$ cat config.mk
export PLATFORM = sky130hd
export DESIGN_NAME = txarq_sched
export DESIGN_NICKNAME = d
export VERILOG_FILES = /design/src/rtl/txarq_sched.sv
export SDC_FILE = /design/constraint.sdc
export NUM_CORES = 1
export LEC_CHECK = 0
export ABC_AREA = 1
export CAP_MARGIN = 10
export CORE_ASPECT_RATIO = 1.25
export CORE_UTILIZATION = 54
export CTS_CLUSTER_DIAMETER = 100
export DETAILED_ROUTE_END_ITERATION = 8
export GPL_ROUTABILITY_DRIVEN = 0
export PLACE_DENSITY = 0.72
export RECOVER_POWER = 25
export SYNTH_ARGS = -nofsm -noshare
export SYNTH_HDL_FRONTEND = slang
export SYNTH_SLANG_ARGS = --single-unit
$ cat constraint.sdc
create_clock -name clk_6M -period 3.7 [get_ports clk_6M]
set_input_delay 0.37 -clock clk_6M [delete_from_list [all_inputs] [get_ports clk_6M]]
set_output_delay 0.37 -clock clk_6M [all_outputs]
set_load 0.03 [all_outputs]
$ cat src/rtl/txarq_sched.sv
`default_nettype none
// ==========================================================================
// txarq_sched : per-LT_ADDR ARQ / remote-flow / flush scheduler, ACL TX path
// Revision    : 1.0
// ==========================================================================
module txarq_sched (
  input  logic        clk_6M,
  input  logic        rstz,
  input  logic        ms_tslot_p,
  input  logic        tx_slot_p,
  input  logic [2:0]  tx_lt_addr,
  input  logic        regi_txdatready_p,
  input  logic [2:0]  regi_lt_addr,
  input  logic [15:0] regi_flushto,
  input  logic        rx_hdr_p,
  input  logic        dec_hecgood,
  input  logic [2:0]  dec_lt_addr,
  input  logic        dec_arqn,
  input  logic        dec_flow,
  input  logic        dec_seqn,
  input  logic        rx_pyend_p,
  input  logic        dec_crcgood,
  input  logic        rxbuf_empty,
  output logic        txpktype_data,
  output logic        txpk_seqn,
  output logic        txpk_arqn,
  output logic        sendnewpy,
  output logic [7:0]  ack_p,
  output logic [7:0]  flush_p,
  output logic [7:0]  rx_newpy_p,
  output logic        datready_err_p
);

  typedef enum logic [1:0] {IDLE = 2'd0, READY = 2'd1, WAIT_ACK = 2'd2} lt_state_t;

  lt_state_t [7:0]   state, state_nx;
  logic [7:0][15:0]  fcnt, fcnt_nx;
  logic [7:0]        retx, retx_nx, seqn_tx, seqn_tx_nx, flow_rem, flow_rem_nx;
  logic [7:0]        arqn_rx, arqn_rx_nx, seqn_rx, seqn_rx_nx;
  logic [2:0]        rx_lt, rx_lt_nx;
  logic              tx_ok, data_nx, seqn_nx, arqn_nx, sendnew_nx, err_nx;
  logic [7:0]        ack_nx, flush_nx, newpy_nx;

  always_comb begin
    tx_ok       = (state[tx_lt_addr] != IDLE) && flow_rem[tx_lt_addr];
    data_nx     = txpktype_data;
    seqn_nx     = txpk_seqn;
    arqn_nx     = txpk_arqn;
    sendnew_nx  = 1'b0;
    err_nx      = 1'b0;
    ack_nx      = '0;
    flush_nx    = '0;
    newpy_nx    = '0;
    state_nx    = state;
    fcnt_nx     = fcnt;
    retx_nx     = retx;
    seqn_tx_nx  = seqn_tx;
    flow_rem_nx = flow_rem;
    arqn_rx_nx  = arqn_rx;
    seqn_rx_nx  = seqn_rx;
    rx_lt_nx    = rx_lt;

    // TX header fields always reflect pre-update state of the addressed LT
    if (tx_slot_p) begin
      data_nx    = tx_ok;
      seqn_nx    = seqn_tx[tx_lt_addr];
      arqn_nx    = arqn_rx[tx_lt_addr];
      sendnew_nx = tx_ok && !retx[tx_lt_addr];
    end

    if (rx_hdr_p && dec_hecgood)
      rx_lt_nx = dec_lt_addr;

    for (int n = 0; n < 8; n++) begin
      if (tx_slot_p && tx_ok && (tx_lt_addr == n[2:0])) begin
        retx_nx[n]  = 1'b1;
        state_nx[n] = WAIT_ACK;
      end

      if (rx_hdr_p && dec_hecgood && (dec_lt_addr == n[2:0])) begin
        flow_rem_nx[n] = dec_flow;
        if (state[n] == WAIT_ACK) begin
          if (dec_arqn) begin
            state_nx[n]   = IDLE;
            seqn_tx_nx[n] = ~seqn_tx[n];
            ack_nx[n]     = 1'b1;
          end else begin
            state_nx[n] = READY;
          end
        end
      end

      // An acknowledge in the same slot takes precedence over the flush
      if (ms_tslot_p && (state[n] != IDLE)) begin
        if (fcnt[n] != 16'hFFFF)
          fcnt_nx[n] = fcnt[n] + 16'd1;
        if ((regi_flushto != 16'd0) && !ack_nx[n] &&
            (({1'b0, fcnt[n]} + 17'd1) >= {1'b0, regi_flushto})) begin
          state_nx[n]   = IDLE;
          seqn_tx_nx[n] = ~seqn_tx[n];
          flush_nx[n]   = 1'b1;
        end
      end

      if (regi_txdatready_p && (regi_lt_addr == n[2:0])) begin
        if ((state[n] == IDLE) || ack_nx[n] || flush_nx[n]) begin
          state_nx[n] = READY;
          retx_nx[n]  = 1'b0;
          fcnt_nx[n]  = 16'd0;
        end else begin
          err_nx = 1'b1;
        end
      end
    end

    if (rx_pyend_p) begin
      if (!dec_crcgood) begin
        arqn_rx_nx[rx_lt] = 1'b0;
      end else if (dec_seqn == seqn_rx[rx_lt]) begin
        arqn_rx_nx[rx_lt] = 1'b1;
      end else if (rxbuf_empty) begin
        arqn_rx_nx[rx_lt] = 1'b1;
        seqn_rx_nx[rx_lt] = dec_seqn;
        newpy_nx[rx_lt]   = 1'b1;
      end else begin
        arqn_rx_nx[rx_lt] = 1'b0;
      end
    end
  end

  always_ff @(posedge clk_6M or negedge rstz) begin
    if (!rstz) begin
      for (int n = 0; n < 8; n++) begin
        state[n] <= IDLE;
        fcnt[n]  <= 16'd0;
      end
      retx           <= 8'h00;
      seqn_tx        <= 8'hFF;
      flow_rem       <= 8'hFF;
      arqn_rx        <= 8'h00;
      seqn_rx        <= 8'h00;
      rx_lt          <= 3'd0;
      txpktype_data  <= 1'b0;
      txpk_seqn      <= 1'b0;
      txpk_arqn      <= 1'b0;
      sendnewpy      <= 1'b0;
      ack_p          <= 8'h00;
      flush_p        <= 8'h00;
      rx_newpy_p     <= 8'h00;
      datready_err_p <= 1'b0;
    end else begin
      state          <= state_nx;
      fcnt           <= fcnt_nx;
      retx           <= retx_nx;
      seqn_tx        <= seqn_tx_nx;
      flow_rem       <= flow_rem_nx;
      arqn_rx        <= arqn_rx_nx;
      seqn_rx        <= seqn_rx_nx;
      rx_lt          <= rx_lt_nx;
      txpktype_data  <= data_nx;
      txpk_seqn      <= seqn_nx;
      txpk_arqn      <= arqn_nx;
      sendnewpy      <= sendnew_nx;
      ack_p          <= ack_nx;
      flush_p        <= flush_nx;
      rx_newpy_p     <= newpy_nx;
      datready_err_p <= err_nx;
    end
  end

endmodule
`default_nettype wire

==> results.tsv <==
stage	metric	value	unit
synthesis	synth_area	0.0157	sq mm
cts	numCtsBuffers	24	
final_layout	area_growth	12.7	%
sta	setup_viol	0	
floorplanning	die_y	193	um
final_layout	layout.nets	2382	
routing	viasPerCell	5.50	
sta	max_freq	299	MHz
floorplanning	start_util	0.552	
sta	maxSlewHeadroom	-0.901	
place	place_hpwl	30500	um
synthesis	synth_cell_types	55	
sta	fin_crit_sh	0.905	
worst_setup_path	critPathTopFamily	simple AND/OR/NAND/NOR gates	
floorplanning	dieArea	0.0298	sq mm
synthesis	syn_inst	2117	
sta	rsz0062_at_grt	no	
pwr	p_sw	4.69	mW
worst_setup_path	worst_ep_arrival_time	3760	ps
sta	tightest_slew	2850	ps
pwr	swShare	0.421	
pwr	internal-power	6.45	mW
worst_setup_path	worstSetupPathType	flop to flop	
final_layout	n_antenna_cell	0	
synthesis	ys.flop_type	dfrtp_1	
job	max_cap_violations	1	
synthesis	avgSynthCellArea	7.43	sq um
place	placedCellCount	2529	
global_route	grt_usage	0.282	
sta	tns	0	ps
global_route	grt_pass1_vias	13900	
floorplanning	core_area	0.0285	sq mm
global_route	grt_pass1_wl	67300	um
cts	tritoncts	yes	
final_layout	multi_input_area	0.00875	sq mm
pwr	p_seq_frac	0.339	
sta	holdWs	470	ps
status	status	complete, but fails checks	
cts	cts.sinks	216	
routing	drc	0	
pwr	p_comb_frac	0.437	
synthesis	synth_edf_count	0	
place	port_buffers	66	
final_layout	postLayoutCellArea	0.0177	sq mm
floorplanning	ioPinCount	67	
synthesis	ys_seq_elements	216	
worst_setup_path	critPathLaunchType	flop	
pwr	total_leakage_power	9.10	nW
routing	vias	14200	
floorplanning	die_w	155	um
global_route	grt-ovfl-total	0	
sta	clock_skew	21.1	ps
synthesis	synth_top_area_share	0.318	
pwr	p_clk_frac	0.225	
worst_setup_path	cp_max_fo	16	
synthesis	yosysWarnings	0	
worst_setup_path	required	4120	ps
global_route	antenna_found_initial	0	
final_layout	drive_above_1_share	0.0705	
routing	ant_nets	0	
worst_setup_path	cp.depth	17	
synthesis	yosysSeqAreaShare	0.345	
final_layout	instances_no_fill	2581	
worst_setup_path	worstPathCellList	nand4_1 > nor2_1 > nand3_1 > nor3_2 > inv_1 > nor3_1 > xor2_1 > inv_1 > ha_1 > nand4_1 > nor4_1 > nand2_1 > nand3_1 > nand2_2 > a21boi_4 > buf_12 > nor2_1	
final_layout	regArea	0.00543	sq mm
routing	wl	40800	um
worst_hold_path	hold_depth	3	
status	violations	capacitance limit, slew limit	
routing	post_drt_wl_per_cell	15.8	um
pwr	power_density	629	mW/mm^2
cts	clock_path_buffers	3	
sta	finalCriticalPeriod	3350	ps
worst_setup_path	ff2ff_path_depth	17	
synthesis	async_reset_ff_frac	1.00	
floorplanning	rows	69	
cts	clockRootBuffer	clkbuf_16	
synthesis	yosys-top-cells-area	dfrtp_1 (32%), ha_1 (11%), nand2_1 (9.0%)	
worst_setup_path	cp_slowest_cell	dfrtp_1	
cts	clock_latency	550	ps
worst_setup_path	critPathBufInv	3	
synthesis	syn_nets	2291	
place	postPlaceCellArea	0.0168	sq mm
routing	drtIter0Drc	871	
routing	drt_pass1_iterations	5	
sta	hold_viol	0	
worst_hold_path	holdCritPathClass	input port to flop	
cts	cts_max_level	1	
worst_setup_path	endpoint_kind	flop	
worst_setup_path	max_stage_delay	460	ps
final_layout	fill_cells	2541	
pwr	vdd_drop_max	0.396	mV
global_route	grt_start_max_net_pins	108	
synthesis	yosys.area.top_type	dfrtp_1	
sta	final_max_slew_viol_count	107	
cts	clk_pin_slew	60	ps
==> state kept, by name, indices dropped and copies added (netlist names), named ones only <==
signal	cells
flush_p	8
txpk_seqn	1
ack_p	8
state	16
flow_rem	8
fcnt	128
sendnewpy	1
seqn_rx	8
datready_err_p	1
rx_lt	3
txpk_arqn	1
seqn_tx	8
txpktype_data	1
rx_newpy_p	8
retx	8
==> worst paths after layout <==
check | slack (ps) | to | from
worst max-delay path | 350 | fcnt[22] | fcnt[16]
worst min-delay path | 470 | flow_rem[7] | dec_flow
min in group asynchronous | 1220 | fcnt[51] | rstz
max in group asynchronous | 750 | fcnt[43] | rstz
worst min register to register | 490 | flow_rem[6] | flow_rem[6]
worst max register to register | 350 | fcnt[22] | fcnt[16]
==> area by class of cell <==
class,count,share of cell area
multi-input cells,1521,0.494
flip-flops and latches,216,0.306
inverters,350,0.0748
repair buffers,95,0.0537
clock buffers,32,0.0378
well taps,355,0.0251
clock inverters,12,0.00840
==> per-stage QoR <==
stage / util / setup slack, ps / power, mW
2_1_floorplan: - / 753 / 7.33
3_3_place_gp: 0.589 / 249 / 8.36
3_5_place_dp: 0.589 / 172 / 8.55
4_1_cts: 0.618 / 165 / 11.1
5_1_grt: 0.622 / 19.2 / 12.1
6_report: 0.622 / 352 / 11.1
==> cells by family (layout without fill, tap and decap cells) <==
| kind of cell | after synthesis | in the layout | synth area share |
|---|---|---|---|
| and+or+nand+nor | 937 | 937 | 0.266 |
| buffers and inverters | 380 | 489 | 0.0985 |
| AOI/OAI and AO/OA | 350 | 350 | 0.127 |
| DFF | 216 | 216 | 0.345 |
| adders and majority gates | 136 | 136 | 0.108 |
| xor gates and xnor gates | 93 | 93 | 0.0518 |
| muxes | 5 | 5 | 0.00326 |
==> cell usage after synthesis, drive strengths merged, types with 7 or more instances <==
cell / number
nor3: 45
nand2: 393
o21ai: 97
buf: 24
o21bai: 9
nor2: 312
o22ai: 36
xor2: 82
nand3b: 7
a211oi: 8
ha: 136
dfrtp: 200
dfstp: 16
nand4: 50
xnor2: 11
a21oi: 167
nor4: 14
nand3: 102
o211ai: 8
inv: 349
==> layer usage <==
metal  global-route usage  up-vias  wire (um)
li1                     -     7093          -
met1                0.342     6621      17500
met2                0.505      385      19700
met3               0.0332       91       1990
met4                0.116        0       1530
met5                    0        -          0
==> placed cells by master, fill, tap and decap left out, types with 4 or more instances in the layout <==
master           count
nand2_1            378
inv_1              338
nor2_1             300
dfrtp_1            200
a21oi_1            166
ha_1               136
nand3_1             98
o21ai_0             88
xor2_1              82
clkdlybuf4s50_1     63
nand4_1             50
o22ai_1             36
nor3_1              31
clkbuf_16           24
buf_4               22
dfstp_2             16
nand2_2             12
nor3_2              11
xnor2_1             11
nor2_2              10
o21bai_1             9
nor4_1               9
inv_2                8
a211oi_1             8
o21ai_1              8
o211ai_1             8
nand3b_1             7
clkinv_2             7
and3_1               6
a22oi_1              6
a31oi_1              6
buf_12               6
a21boi_4             5
and2_1               4
mux2i_1              4
a221oi_1             4
clkbuf_1             4
clkbuf_8             4
==> worst register-to-register path: stages, from the launching register on <==
cell      delay (ps)
dfrtp_1          460
nand4_1          180
nor2_1           170
nand3_1          180
nor3_2           250
inv_1             60
nor3_1           170
xor2_1           210
inv_1             60
ha_1             290
nand4_1          100
nor4_1           280
nand2_1           80
nand3_1          160
nand2_2          110
a21boi_4         210
buf_12           170
nor2_1            60
==> power groups by stage <==
stage                     registers (mW)  logic (mW)  clock network, mW
final                               3.77        4.87               2.50
after floorplan                     3.71        3.62                  0
after CTS                           3.76        4.80               2.55
after detailed placement            3.79        4.77                  0
after global placement              3.76        4.60                  0
after global routing                3.87        5.55               2.64
==> repair_timing <==
action	CTS	global route
hold buffers	1	0
setup buffers	0	7
setup endpoints to repair	0	73
gates resized for setup	0	4
hold endpoints to repair	92	0
Note: power is estimated with default switching activity, not from simulation.
